File: config.mk
export PLATFORM = sky130hd
export DESIGN_NAME = bus_master_dma
export DESIGN_NICKNAME = d
export VERILOG_FILES = /design/src/rtl/bus_master_dma.sv
export SDC_FILE = /design/constraint.sdc
export NUM_CORES = 1
export LEC_CHECK = 0
export CAP_MARGIN = 25
export CORE_MARGIN = 1.5
export CORE_UTILIZATION = 41
export CTS_CLUSTER_SIZE = 14
export DETAILED_ROUTE_END_ITERATION = 7
export HOLD_SLACK_MARGIN = 0.03
export PLACE_DENSITY = 0.77
export SLEW_MARGIN = 15
export SYNTH_ARGS = -nofsm -noshare
export SYNTH_HDL_FRONTEND = slang
export SYNTH_SLANG_ARGS = --single-unit
File: constraint.sdc
create_clock -name clk -period 1.9 [get_ports clk]
set_input_delay 0.19 -clock clk [delete_from_list [all_inputs] [get_ports clk]]
set_output_delay 0.19 -clock clk [all_outputs]
set_load 0.02 [all_outputs]
File: src/rtl/bus_master_dma.sv
// bus_master_dma: shared-bus initiator that copies len words from src to dst.
// Optional macro BUS_MASTER_DMA_FAIR_EN releases the bus for one cycle between words.
module bus_master_dma #(
    parameter int ADDR_W = 8,
    parameter int DATA_W = 32,
    parameter int LEN_W  = 4
) (
    input  logic              clk,
    input  logic              reset,
    input  logic              start,
    input  logic [ADDR_W-1:0] src_addr,
    input  logic [ADDR_W-1:0] dst_addr,
    input  logic [LEN_W-1:0]  len,
    output logic              busy,
    output logic              done,
    output logic              m_req,
    input  logic              m_grant,
    output logic              m_cmd,
    output logic              m_wr,
    output logic [ADDR_W-1:0] m_addr,
    output logic [DATA_W-1:0] m_dout,
    input  logic [DATA_W-1:0] m_din
);

    localparam logic [2:0] S_IDLE = 3'd0;
    localparam logic [2:0] S_REQ  = 3'd1;
    localparam logic [2:0] S_RD   = 3'd2;
    localparam logic [2:0] S_RDW  = 3'd3;
    localparam logic [2:0] S_WR   = 3'd4;
    localparam logic [2:0] S_DONE = 3'd5;
    localparam logic [2:0] S_REL  = 3'd6;

    logic [2:0]        r_state;
    logic [2:0]        w_next;
    logic [ADDR_W-1:0] r_src;
    logic [ADDR_W-1:0] r_dst;
    logic [LEN_W-1:0]  r_len;
    logic [LEN_W-1:0]  r_idx;
    logic [DATA_W-1:0] r_data;
    logic              w_last;
    logic [ADDR_W-1:0] w_addr;

    assign w_last = (r_idx == (r_len - LEN_W'(1)));

    // Next-state decode; grant loss simply holds the current phase.
    always_comb begin
        w_next = r_state;
        case (r_state)
            S_IDLE: begin
                if (start) begin
                    w_next = (len != '0) ? S_REQ : S_DONE;
                end
            end
            S_REQ: begin
                if (m_grant) begin
                    w_next = S_RD;
                end
            end
            S_RD: begin
                if (m_grant) begin
                    w_next = S_RDW;
                end
            end
            S_RDW: begin
                w_next = S_WR;
            end
            S_WR: begin
                if (m_grant) begin
                    if (w_last) begin
                        w_next = S_DONE;
                    end else begin
`ifdef BUS_MASTER_DMA_FAIR_EN
                        w_next = S_REL;
`else
                        w_next = S_RD;
`endif
                    end
                end
            end
            S_DONE: begin
                w_next = S_IDLE;
            end
            S_REL: begin
                w_next = S_REQ;
            end
            default: begin
                w_next = S_IDLE;
            end
        endcase
    end

    // State register, descriptor latch, word index and read-data capture.
    always_ff @(posedge clk) begin
        if (reset) begin
            r_state <= S_IDLE;
            r_src   <= '0;
            r_dst   <= '0;
            r_len   <= '0;
            r_idx   <= '0;
            r_data  <= '0;
        end else begin
            r_state <= w_next;
            if (r_state == S_IDLE && start && len != '0) begin
                r_src <= src_addr;
                r_dst <= dst_addr;
                r_len <= len;
                r_idx <= '0;
            end
            if (r_state == S_RDW) begin
                r_data <= m_din;
            end
            if (r_state == S_WR && m_grant && !w_last) begin
                r_idx <= r_idx + LEN_W'(1);
            end
        end
    end

    // Bus address: source side in RD, destination side in WR, wrapping in ADDR_W bits.
    always_comb begin
        w_addr = '0;
        if (r_state == S_RD) begin
            w_addr = r_src + ADDR_W'(r_idx);
        end else if (r_state == S_WR) begin
            w_addr = r_dst + ADDR_W'(r_idx);
        end
    end

    assign busy   = (r_state != S_IDLE);
    assign done   = (r_state == S_DONE);
    assign m_req  = (r_state == S_REQ) || (r_state == S_RD) ||
                    (r_state == S_RDW) || (r_state == S_WR);
    assign m_wr   = (r_state == S_WR);
    assign m_cmd  = ((r_state == S_RD) || (r_state == S_WR)) && m_grant;
    assign m_addr = w_addr;
    assign m_dout = r_data;

endmodule
==> flow_metrics.env <==
export IMPL_status="complete, but fails checks"
export IMPL_failed_checks="setup timing"
export IMPL_layout_commonest_cell="nand2_1"
export IMPL_first_pass_iters=4
export IMPL_drv_cap=0
export IMPL_most_common_layout_cells="nand2_1 (109), clkdlybuf4s50_1 (86), a21oi_1 (51), dfxtp_1 (51), buf_4 (38)"
export IMPL_power_mw=2.84
export IMPL_max_clock_path_buffers=2
export IMPL_holdWs_ns=0.209
export IMPL_netlist_area_um2=2850
export IMPL_slew_viol_final=0
export IMPL_io_buffers=100
export IMPL_final_nets=554
export IMPL_syn_to_final_growth_pct=55.9
export IMPL_max_freq_mhz=449
export IMPL_synth_edf_count=0
export IMPL_clkTransAtPathRegs_ns=0.07
export IMPL_antenna_found_initial=0
export IMPL_worstSetupPathType="flip-flop to output pin"
export IMPL_arrival_ns=2.04
export IMPL_ios=101
export IMPL_die_y_um=86.3
export IMPL_yosysTopAreaCell="dfxtp_1"
export IMPL_coreArea_um2=6760
export IMPL_synth_cells=362
export IMPL_synth_area_leaders="dfxtp_1 (41%), nand2_1 (15%), a21oi_1 (9.5%), ha_1 (4.4%), xnor2_1 (3.1%)"
export IMPL_wirelength_um=7860
export IMPL_n_antenna_cell=0
export IMPL_vias=2883
export IMPL_fp_dieArea_um2=7450
export IMPL_cts_tree="done"
export IMPL_powerDensity_nw_per_um2=641
export IMPL_synth_top_area_share_pct=41.5
export IMPL_syn_nets=430
export IMPL_htree_levels=3
export IMPL_grt_pass1_wl_um=13000
export IMPL_critPathSlowestCell="dfxtp_1"
export IMPL_synth_distinct_cells=46
export IMPL_drtIter0Drc=150
export IMPL_postRouteAntennaNets=0
export IMPL_required_ns=1.71
export IMPL_finalNonFillerCells=571
export IMPL_cpPeakStageDelay_ns=0.35
export IMPL_period_needed_ns=2.23
export IMPL_nFillCells=566
export IMPL_worst_pin_slew_ns=0.363
export IMPL_fin_area_um2=4440
export IMPL_ys_flop_type="dfxtp_1"
export IMPL_critPathLaunchType="flip-flop"
export IMPL_cts_buffers=9
export IMPL_drc_errors=0
export IMPL_grt_usage_pct=22.3
export IMPL_cts_hold_fix_buffers=0
export IMPL_skew_ns=0.00770
export IMPL_ir_drop_mv=0.435
export IMPL_critical_path_endpoint_type="output pin"
export IMPL_synth_seq_area_share_pct=41.5
export IMPL_grt_overflow_total=0
export IMPL_start_util_pct=42.1
export IMPL_rows=30
export IMPL_clock_sinks=59
export IMPL_dpl_cell_area_um2=4130
export IMPL_drive_above_1_share_pct=19.1
export IMPL_hold_path_class="input pin to flip-flop"
export IMPL_cp_max_fo=2
export IMPL_cts_root_buf="clkbuf_8"
export IMPL_finalSetupViolations=6
export IMPL_hold_viol=0
export IMPL_grt_max_degree=33
export IMPL_ys_ff_latch=59
export IMPL_postSynthAreaPerCell_um2=7.86
export IMPL_relSlewSlack_pct=75.2
export IMPL_p_leak_nw=1.69
export IMPL_async_reset_ff_share_pct=0
export IMPL_wire_per_inst_um=13.8
export IMPL_cp_cell_sequence="ha_4 > fa_2 > a21o_1 > a21oi_2 > nor2_1 > xnor2_1 > o22ai_2 > buf_6"
export IMPL_place_gp_congestion=0.876
export IMPL_via_per_inst=5.05
export IMPL_grt_pass1_vias=2890
export IMPL_dp_cells=554
export IMPL_die_w_um=86.3
export IMPL_period_share_pct=117
export IMPL_hpwl_um=5620
export IMPL_insertion_delay_ns=0.34
export IMPL_ys_warn_count=0
export IMPL_rsz0062_at_grt="true"
export IMPL_setup_ws_ns=-0.328
[power breakdown]
group          switching (mW)  leakage [nW]  internal, mW
combinational           0.241          1.14         0.271
clock                   0.524        0.0737         0.475
sequential             0.0468         0.483          1.29
[metrics by stage]
stage | TNS (ns) | util [%] | worst slack [ns]
2_1_floorplan | -0.0230 | - | -0.0230
3_3_place_gp | -2.14 | 61.2 | -0.460
3_5_place_dp | -2.44 | 61.2 | -0.478
4_1_cts | -1.21 | 65.0 | -0.311
5_1_grt | -1.83 | 65.7 | -0.432
6_report | -1.25 | 65.7 | -0.328
[final cells by class]
cell class	instances	area, µm²	share of cell area [%]
clock buffer	9	124	2.79
sequential	59	1200	27.0
inverter	10	37.5	0.846
tap	80	100	2.26
timing repair buffer	135	1250	28.2
clock inverter	7	55.1	1.24
multi-input combinational	271	1670	37.7
[logic make-up after synthesis]
kind of cell | share of synthesized area (%)
compound gates | 18.4
mux | 1.45
fa+ha+maj | 5.80
simple gates | 23.0
xor+xnor | 5.41
buf+inv | 4.44
flops | 41.5
[worst max-delay path, delay by kind of cell (launching register included)]
kind | cells | cell delay (ns)
buffers and inverters | 1 | 0.14
AOI/OAI and AO/OA | 3 | 0.49
and+or+nand+nor | 1 | 0.07
adders and majority gates | 2 | 0.52
xor gates and xnor gates | 1 | 0.13
DFF | 1 | 0.35
[flip-flops by register name, summed over array words and instances, names as in the netlist]
| name | cells |
|---|---|
| r_state | 3 |
| r_dst | 8 |
| r_src | 8 |
| r_len | 4 |
| m_dout | 32 |
| r_idx | 4 |
[cell usage after synthesis (4+ instances only)]
cell / instances
nand2_1: 110
a21oi_1: 54
o21ai_0: 11
clkbuf_1: 17
nand3_1: 5
nor2_1: 10
ha_1: 10
a21o_1: 4
dfxtp_1: 59
buf_2: 5
xnor2_1: 10
o22ai_1: 5
inv_1: 10
xor2_1: 5
[final timing paths]
path                   from   endpoint  slack [ns]  cells past startpoint
setup / recovery   r_dst[0]  m_addr[6]       -0.33                      8
hold / removal        reset   r_len[0]        0.21                      2
setup reg to reg   r_idx[2]   r_idx[3]        0.09                      6
hold reg to reg   m_dout[4]  m_dout[4]        0.45                      2
[routing by layer]
layer  up-vias  global-route usage, %  wire, µm
met1      1318                   25.9      3320
met5         -                      0         0
met4         0                   11.0       118
met3        10                   7.62       520
li1       1469                      -         -
met2        86                   36.8      3910
[repair_timing]
item | CTS | global route
hold endpoints to repair | 0 | 0
gates resized for setup | 72 | 13
setup buffers | 1 | 0
pin swaps | 16 | 0
setup endpoints to repair | 12 | 11
Power figures use the tool's default switching activity.
